--- src/rtl/sort_pkg.sv ---
// sort_pkg
//   Shared constants and types for the colour sorter result path.
//   NUM_ENTRIES : beats per sorted frame (power of two)
//   IDX_W       : image index width, log2(NUM_ENTRIES)
//   COLOR_W     : colour class width (4 bins)
//   CNT_W       : histogram counter width, wide enough to hold NUM_ENTRIES
package sort_pkg;

  localparam int NUM_ENTRIES = 32;
  localparam int IDX_W       = 5;
  localparam int COLOR_W     = 2;
  localparam int CNT_W       = 6;

  typedef enum logic [1:0] {
    IDLE,
    COLLECT,
    DRAIN
  } coll_state_e;

  typedef struct packed {
    logic [IDX_W-1:0]   index;
    logic [COLOR_W-1:0] color;
  } entry_t;

endpackage

--- src/rtl/color_histogram.sv ---
// color_histogram
//   Four saturating colour-class counters for one captured frame.
//   Ports:
//     clk, reset : clock, asynchronous active-high reset
//     clear      : restart the histogram; combined with inc the selected bin starts at 1
//     inc        : count one beat into bin_sel
//     bin_sel    : colour class of the beat being counted
//     counts     : {bin3, bin2, bin1, bin0}
module color_histogram
  import sort_pkg::*;
(
  input  logic               clk,
  input  logic               reset,
  input  logic               clear,
  input  logic               inc,
  input  logic [COLOR_W-1:0] bin_sel,
  output logic [4*CNT_W-1:0] counts
);

  localparam logic [CNT_W-1:0] CNT_MAX = CNT_W'(NUM_ENTRIES);

  logic [CNT_W-1:0] bin_q [4];

  always_ff @(posedge clk or posedge reset) begin
    if (reset) begin
      for (int b = 0; b < 4; b++) bin_q[b] <= '0;
    end else if (clear) begin
      for (int b = 0; b < 4; b++)
        bin_q[b] <= (inc && bin_sel == COLOR_W'(b)) ? CNT_W'(1) : '0;
    end else if (inc && bin_q[bin_sel] != CNT_MAX) begin
      // Saturate so a malformed upstream burst cannot wrap a bin.
      bin_q[bin_sel] <= bin_q[bin_sel] + CNT_W'(1);
    end
  end

  assign counts = {bin_q[3], bin_q[2], bin_q[1], bin_q[0]};

endmodule

--- src/rtl/sort_result_collector.sv ---
// sort_result_collector
//   Captures one sorted frame of {image index, colour class} beats from the
//   bubble sorter, builds a colour histogram, then replays the frame in rank
//   order over a valid/ready stream.
//   Ports:
//     clk, reset          : clock, asynchronous active-high reset
//     in_valid            : sorter beat strobe for in_index / in_color
//     out_valid/out_ready : replay handshake
//     out_index/out_color : buffered entry at out_rank (0 when not replaying)
//     out_rank, out_last  : rank of current beat, last-rank flag
//     hist_counts         : {bin3,bin2,bin1,bin0} of the captured frame
//     hist_valid          : histogram complete for the current frame
//     frame_done          : pulse after the final replay handshake
//     overflow            : sticky, a beat arrived during replay and was dropped
//     busy                : not idle
//
//   state   | meaning
//   IDLE    | waiting for the first beat of a frame (written to entry 0)
//   COLLECT | capturing beats 1..NUM_ENTRIES-1, gaps allowed
//   DRAIN   | replaying the buffer; incoming beats are dropped
module sort_result_collector
  import sort_pkg::*;
(
  input  logic               clk,
  input  logic               reset,
  input  logic               in_valid,
  input  logic [IDX_W-1:0]   in_index,
  input  logic [COLOR_W-1:0] in_color,
  output logic               out_valid,
  input  logic               out_ready,
  output logic [IDX_W-1:0]   out_index,
  output logic [COLOR_W-1:0] out_color,
  output logic [IDX_W-1:0]   out_rank,
  output logic               out_last,
  output logic [4*CNT_W-1:0] hist_counts,
  output logic               hist_valid,
  output logic               frame_done,
  output logic               overflow,
  output logic               busy
);

  localparam logic [IDX_W-1:0] LAST_PTR = IDX_W'(NUM_ENTRIES - 1);

  coll_state_e      state_q, state_d;
  logic [IDX_W-1:0] wr_ptr, rd_ptr;
  entry_t           frame_buf [NUM_ENTRIES];
  entry_t           rd_entry;

  logic in_idle, in_collect, in_drain;
  logic capture, last_wr, handshake, rd_last;

  assign in_idle    = (state_q == IDLE);
  assign in_collect = (state_q == COLLECT);
  assign in_drain   = (state_q == DRAIN);

  assign capture   = in_valid && (in_idle || in_collect);
  assign last_wr   = in_valid && in_collect && (wr_ptr == LAST_PTR);
  assign rd_last   = in_drain && (rd_ptr == LAST_PTR);
  assign handshake = in_drain && out_ready;

  always_ff @(posedge clk or posedge reset) begin
    if (reset) state_q <= IDLE;
    else       state_q <= state_d;
  end

  always_comb begin
    state_d = state_q;
    case (state_q)
      IDLE:    if (in_valid)             state_d = COLLECT;
      COLLECT: if (last_wr)              state_d = DRAIN;
      DRAIN:   if (handshake && rd_last) state_d = IDLE;
      default:                           state_d = IDLE;
    endcase
  end

  always_ff @(posedge clk or posedge reset) begin
    if (reset) begin
      wr_ptr     <= '0;
      rd_ptr     <= '0;
      hist_valid <= 1'b0;
      frame_done <= 1'b0;
      overflow   <= 1'b0;
    end else begin
      if (in_idle && in_valid) begin
        wr_ptr     <= IDX_W'(1);
        hist_valid <= 1'b0;
      end else if (last_wr) begin
        wr_ptr     <= '0;
        hist_valid <= 1'b1;
      end else if (capture) begin
        wr_ptr <= wr_ptr + IDX_W'(1);
      end

      if (handshake) rd_ptr <= rd_last ? '0 : rd_ptr + IDX_W'(1);

      frame_done <= handshake && rd_last;

      if (in_valid && in_drain) overflow <= 1'b1;
    end
  end

  // Frame storage needs no reset; contents are only read after a full capture.
  always_ff @(posedge clk) begin
    if (capture) frame_buf[wr_ptr] <= '{index: in_index, color: in_color};
  end

  color_histogram u_hist (
    .clk     (clk),
    .reset   (reset),
    .clear   (in_idle && in_valid),
    .inc     (capture),
    .bin_sel (in_color),
    .counts  (hist_counts)
  );

  assign rd_entry  = frame_buf[rd_ptr];
  assign out_valid = in_drain;
  assign out_index = in_drain ? rd_entry.index : '0;
  assign out_color = in_drain ? rd_entry.color : '0;
  assign out_rank  = in_drain ? rd_ptr : '0;
  assign out_last  = rd_last;
  assign busy      = !in_idle;

endmodule

--- config.mk ---
export PLATFORM = sky130hd
export DESIGN_NAME = sort_result_collector
export DESIGN_NICKNAME = d
export VERILOG_FILES = /design/src/rtl/sort_pkg.sv /design/src/rtl/color_histogram.sv /design/src/rtl/sort_result_collector.sv
export SDC_FILE = /design/constraint.sdc
export NUM_CORES = 1
export LEC_CHECK = 0
export CORE_UTILIZATION = 53
export CTS_CLUSTER_DIAMETER = 50
export DETAILED_ROUTE_END_ITERATION = 12
export GPL_TIMING_DRIVEN = 0
export PLACE_DENSITY = 0.74
export SLEW_MARGIN = 15
export SYNTH_ARGS = -nofsm -noshare
export SYNTH_HDL_FRONTEND = slang
export SYNTH_SLANG_ARGS = --single-unit
--- constraint.sdc ---
create_clock -name clk -period 2.7 [get_ports clk]
set_input_delay 0.81 -clock clk [delete_from_list [all_inputs] [get_ports clk]]
set_output_delay 0.81 -clock clk [all_outputs]
set_load 0.02 [all_outputs]
### Word-level counts from Yosys, hierarchy flattened

Memory sizes are Yosys's and may differ from the RTL's.
Cells that the tools add are included.

| cells by class | value |
|---|---|
| $add $sub $neg | 3 |
| $lt $le $gt $ge | 2 |
| equality and inequality tests | 11 |
| mux-type cells | 27 |
| bitwise operators | 1 |
| reduce and logical (&&, ||, !) cells | 22 |

Operators with widths:

| kind | count |
|---|---|
| $mux 24 | 2 |
| $mux 5 | 6 |
| $bwmux 24 | 1 |
| $mux 6 | 3 |
| $logic_and 1x1->1 | 14 |
| $bmux 6 s2 | 1 |
| $demux 6 s2 | 1 |
| $add 5x1->5 const B | 2 |
| $eq 5x5->1 const B | 2 |
| $mux 1 | 8 |
| $mux 2 | 4 |
| $add 6x1->6 const B | 1 |
| $eq 2x2->1 const B | 3 |
| $ne 6x6->1 const B | 1 |
| $pmux 2 s3 | 1 |
| $eq 2x1->1 const B | 2 |
| $logic_not 2->1 | 2 |
| $ne 2x1->1 const B | 2 |
| $reduce_bool 2->1 | 2 |
| $ge 3x3->1 const B | 1 |
| $lt 3x1->1 const B | 1 |
| $not 2->3 | 1 |
| $reduce_and 3->1 | 1 |
| $reduce_bool 3->1 | 1 |
| other kinds (3) | 3 |

| storage, ports and cells | value |
|---|---|
| flip-flop bits (word level) | 39 |
| RAM bits | 224 |
| input bits | 11 |
| output and inout bits | 42 |
| logic and storage cells | 77 |
| memories | 1 |

Memories:

| memory | words | bits a word | rd ports | clocked after Yosys merged registers in | write ports | line | source |
|---|---|---|---|---|---|---|---|
| frame_buf | 32 | 7 | 1 | 0 | 1 | sort_result_collector.sv:46 | `entry_t frame_buf [NUM_ENTRIES];` |

### Logic depth before layout (Yosys ltp)

| depth | value |
|---|---|
| depth after elaboration | 8 |
| gate-level depth with buffers | 9 |

### By module

Synthesis repeated with hierarchy kept, for this count alone.

| unflattened totals | value |
|---|---|
| cells, all modules | 653 |
| area total of the unflattened synthesis | 11146.9 sq um |

By module, submodules not included:

| module | instances | cells an instance | area each (sq um) |
|---|---|---|---|
| sort_result_collector | 1 | 532 | 9721.8 |
| color_histogram | 1 | 121 | 1425.1 |

### Worst setup path before layout

No wires, ideal clock.

| timing path | value |
|---|---|
| path type | register to output |
| start | register rd_ptr[1] |
| end | output port out_color[0] |
| arrival | 1.962 ns |
| required time | 1.890 ns |
| slack | -0.072 ns |
| stages on the path, launching flop included | 7 |
| path buffers | 2 |
| cell sequence | dfrtp_1 clkbuf_1 buf_1 mux4_2 mux4_2 mux2i_1 nor2_1 |

| between the ends | value |
|---|---|
| word-level cells in the longest chain between the ends | 2 |

Ends and longest elaborated chain:

| what | line | source |
|---|---|---|
| start, declared | sort_result_collector.sv:45 | `logic [IDX_W-1:0] wr_ptr, rd_ptr;` |
| start signal, assigned | sort_result_collector.sv:94 | `if (handshake) rd_ptr <= rd_last ? '0 : rd_ptr + IDX_W'(1);` |
| $mem_v2 32x7 | -- |  |
| $mux 2 | sort_result_collector.sv:119 | `assign out_color = in_drain ? rd_entry.color : '0;` |
| end, declared | sort_result_collector.sv:32 | `output logic [COLOR_W-1:0] out_color,` |

Every way passes these cells.

### Worst setup path after layout

| timing path | value |
|---|---|
| start | register rd_ptr[0] |
| end | output port out_index[1] |

| between the ends | value |
|---|---|
| word-level cells in the longest chain between the ends | 2 |

Ends and longest elaborated chain:

| what | line | source |
|---|---|---|
| $mem_v2 32x7 | -- |  |
| $mux 5 | sort_result_collector.sv:118 | `assign out_index = in_drain ? rd_entry.index : '0;` |
| end, declared | sort_result_collector.sv:31 | `output logic [IDX_W-1:0] out_index,` |

Every way passes these cells.

==> metrics.md <==
| Metric | Value |
|---|---|
| Status | finished, violations left |
| Failing checks | negative setup slack |
| First-pass DRT Iterations | 5 |
| Nets | 710 |
| Synthesized Nets | 624 |
| Crit path largest cell delay | 0.54 ns |
| Synth top area share | 0.618 |
| Hold buffers post-CTS | 0 |
| Layout cells sized above 1 | 0.295 |
| Power share of the combinational group | 0.178 |
| Synth area leaders | edfxtp_1, mux4_2, dfrtp_1 |
| Clock slew at reported path FFs | 0.06 ns |
| TritonCTS Buffers | 27 |
| Hold Vio Cnt, Final | 0 |
| Final worst slack | -0.906 ns |
| Total power per unit cell area | 805 nW/um2 |
| Routability cong. | 0.860 |
| Worst slew margin | 0.239 |
| Final Cycle Share | 1.34 |
| Setup Slack @ Placement | -1.59 ns |
| Worst Tran Pin Value | 1.14 ns |
| Total Routed Length | 24.8 mm |
| Arrival time at the worst endpoint | 2.80 ns |
| Critical R2R Launch | wr_ptr[4]$_DFFE_PP0P_ |
| Max Cap Viol | 0 |
| Post-route ant nets | 0 |
| Reg-to-reg slack, setup | 0.40 ns |
| Peak supply drop | 0.000694 V |
| # port buffers | 52 |
| WP buf/inv | 4 |
| Flop pwr share | 0.478 |
| Met1 usage | 0.328 |
| EDFF count, synth | 224 |
| Hold WC Path Type | reg -> reg |
| TritonCTS sink count | 263 |
| Inst Count DP | 927 |
| Critical path class | reg -> out |
| Core area | 20,200 um2 |
| Full die area | 21,100 um2 |
| Final Non-Filler Cells | 979 |
| Chip Height | 145 um |
| Clock share of power | 0.343 |
| Global Route Usage Sum | 0.241 |
| CTS tree | yes |
| Pins over their slew limit | 0 |
| Routed len/inst | 25.3 um |
| Clock root buffer | clkbuf_16 |
| RSZ-0062 raised after global routing | true |
| Fmax | 277 MHz |
| P_int | 7610 uW |
| Die width | 145 um |
| Initial drt markers | 630 |
| Minimum clock period | 3.61 ns |
| FF-to-FF End | frame_buf[7][5]$_DFFE_PP_ |
| Sw power | 2840 uW |
| Final setup fails | 8 |
| Layout fillers | 1,345 |
| Setup Skew | 0.0176 ns |
| Crit-path leading delay family | multiplexers |
| GR Overflow Total | 0 |
| Top Ports | 53 |
| Mapped Cells | 604 |
| # H-tree levels | 1 |
| Crit-path cells | buf_6 -> buf_12 -> buf_12 -> mux4_2 -> mux4_2 -> mux2i_1 -> nor2_1 -> buf_2 |
| Clock latency on the worst-skew pair | 0.53 ns |
| Post-DP HPWL | 16.2 mm |
| Critical path endpoint | out_index[1] |
| Critical Path Slowest Stage Cell | mux4_2 |
| Critical path startpoint | rd_ptr[0]$_DFFE_PP0N_ |
| Std-Cell Rows | 52 |
| Most used DFF post-synth | edfxtp_1 |
| # diodes | 0 |
| Number of global-route vias before repair | 6,200 |
| Cell count along the critical path | 8 |
| Initial antenna violation count | 0 |
| Grt peak-use layer | met2 |
| Largest area contributor in the netlist | edfxtp_1 |
| Starting density of the core | 0.540 |
| Met2 Use GR | 0.394 |
| Netlist cell types | 41 |
| Synthesized area | 10,900 um2 |
| Met3 Usage GRT | 0.0549 |
| Worst Reg2Reg Path Length in Cells | 3 |
| CP max FO | 8 |
| Worst Setup Start Kind | flip-flop |
| Via count | 6,097 |
| Switching share of power | 0.271 |
| DRC Markers | 0 |
| First-pass GRT wire length | 37.6 mm |
| DR vias/cell | 6.23 |
| Clock buffer depth | 3 |
| Synth Register Bits | 263 |
| Average size of a mapped cell | 18.0 um2 |
| Setup crit end kind | output port |
| Post-synth ARST share | 0.148 |
| Leak | 0.00430 uW |
| YS warnings | 0 |
| Largest net degree at the start of global routing | 34 |
| Area grow syn2layout | 19.2% |
| CP required | 1.89 ns |
| Seq/Total Area, Yosys | 0.707 |
repair_timing:
action,in CTS,in global routing
resized for setup,146,15
buffers inserted,7,0
endpoints found under the setup margin,207,203
through the flow:
| stage | instance area (um2) | TNS [ns] | util | total power [uW] | hold slack, ns |
|---|---|---|---|---|---|
| after floorplan | 10900 | -0.188 | - | 6040 | 0.450 |
| after global placement | 11800 | -168.34 | 0.584 | 6680 | 0.442 |
| after detailed placement | 11800 | -182.56 | 0.585 | 6770 | 0.445 |
| after CTS | 13000 | -6.72 | 0.644 | 10400 | 0.463 |
| after global routing | 13000 | -6.70 | 0.644 | 10800 | 0.500 |
| final | 13000 | -6.14 | 0.644 | 10400 | 0.466 |
cell type report:
class / instances / area, um2 / share of cell area
Buffer: 35 / 334 / 0.0257
Clock buffer: 37 / 743 / 0.0572
Clock inverter: 11 / 108 / 0.00829
Inverter: 7 / 28.8 / 0.00222
Multi-Input combinational cell: 296 / 3160 / 0.243
Sequential cell: 263 / 7710 / 0.594
Tap cell: 270 / 338 / 0.0260
Timing Repair Buffer: 60 / 563 / 0.0434
power groups by stage:
| stage | registers [uW] | logic [uW] | clock network, uW |
|---|---|---|---|
| after CTS | 4990 | 1840 | 3620 |
| final | 5000 | 1860 | 3590 |
| after floorplan | 5190 | 848 | 0 |
| after global placement | 5040 | 1640 | 0 |
| after global routing | 5030 | 1990 | 3780 |
| after detailed placement | 5070 | 1700 | 0 |
layout by cell type, fill, tap and decap left out, types with 4 or more instances in the layout:
| cell | synthesis | routed |
|---|---|---|
| edfxtp_1 | 224 | 224 |
| mux4_2 | 76 | 76 |
| nand2_1 | 42 | 39 |
| dfrtp_1 | 39 | 37 |
| clkdlybuf4s50_1 | 0 | 31 |
| clkbuf_16 | 0 | 28 |
| nor2_1 | 49 | 24 |
| o21ai_0 | 20 | 20 |
| nor2_4 | 0 | 19 |
| nand3_1 | 16 | 16 |
| buf_2 | 8 | 14 |
| clkbuf_1 | 21 | 13 |
| buf_4 | 2 | 12 |
| a21oi_1 | 11 | 11 |
| and3_1 | 11 | 10 |
| mux2i_1 | 7 | 7 |
| ha_1 | 9 | 7 |
| buf_6 | 2 | 6 |
| buf_12 | 0 | 6 |
| o311ai_0 | 6 | 6 |
| nor2_2 | 0 | 6 |
| clkbuf_4 | 0 | 5 |
| nand2b_1 | 6 | 5 |
| inv_1 | 7 | 5 |
| and2_1 | 6 | 5 |
| clkbuf_8 | 0 | 5 |
| a32o_1 | 4 | 4 |
| a22o_1 | 4 | 4 |
| clkinv_1 | 0 | 4 |
| dlygate4sd2_1 | 0 | 4 |
layer usage:
layer  vias up  part of all wire
met2       340              0.50
met4         0             0.027
met1      3127              0.39
met5         -                 0
li1       2578                 -
met3        52             0.090
registers in the layout (all words and copies together) (netlist names):
name and count:
frame_buf 224, frame_done 1, overflow 1, state_q 2, u_hist.counts 24, hist_valid 1
rd_ptr 5, wr_ptr 5
worst min-delay path by stage:
stage | endpoint | cells past startpoint | from | slack [ns]
2_1_floorplan | state_q[0]$_DFFE_PP0P_ | 1 | state_q[1]$_DFFE_PP0P_ | 0.45
5_1_grt | overflow$_DFFE_PP0P_ | 1 | overflow$_DFFE_PP0P_ | 0.50
3_3_place_gp | overflow$_DFFE_PP0P_ | 1 | overflow$_DFFE_PP0P_ | 0.44
4_1_cts | overflow$_DFFE_PP0P_ | 1 | overflow$_DFFE_PP0P_ | 0.46
6_report | overflow$_DFFE_PP0P_ | 1 | overflow$_DFFE_PP0P_ | 0.47
3_5_place_dp | overflow$_DFFE_PP0P_ | 1 | overflow$_DFFE_PP0P_ | 0.44
Yosys cell counts (2+ instances only):
cell and instances:
a21oi_1 11, a22o_1 4, a32o_1 4, a41oi_1 2, and2_1 6, and3_1 11
buf_1 3, buf_2 8, buf_4 2, buf_6 2, buf_8 2, clkbuf_1 21
dfrtp_1 39, edfxtp_1 224, ha_1 9, inv_1 7, mux2_2 2, mux2i_1 7
mux4_2 76, nand2_1 42, nand2b_1 6, nand3_1 16, nand3b_1 3, nor2_1 49
nor2b_1 2, nor3_1 3, o21ai_0 20, o311ai_0 6, o311ai_1 2, or2_2 2
xnor2_1 3
kinds of logic after synthesis:
logic type      after synthesis  synth area share
fa+ha+maj                     9            0.0103
simple gates                143            0.0600
mux                          85             0.166
compound gates               56            0.0339
buf+inv                      45            0.0206
flops                       263             0.707
xor+xnor                      3           0.00241
No activity file was read; power rests on OpenSTA's default activity.
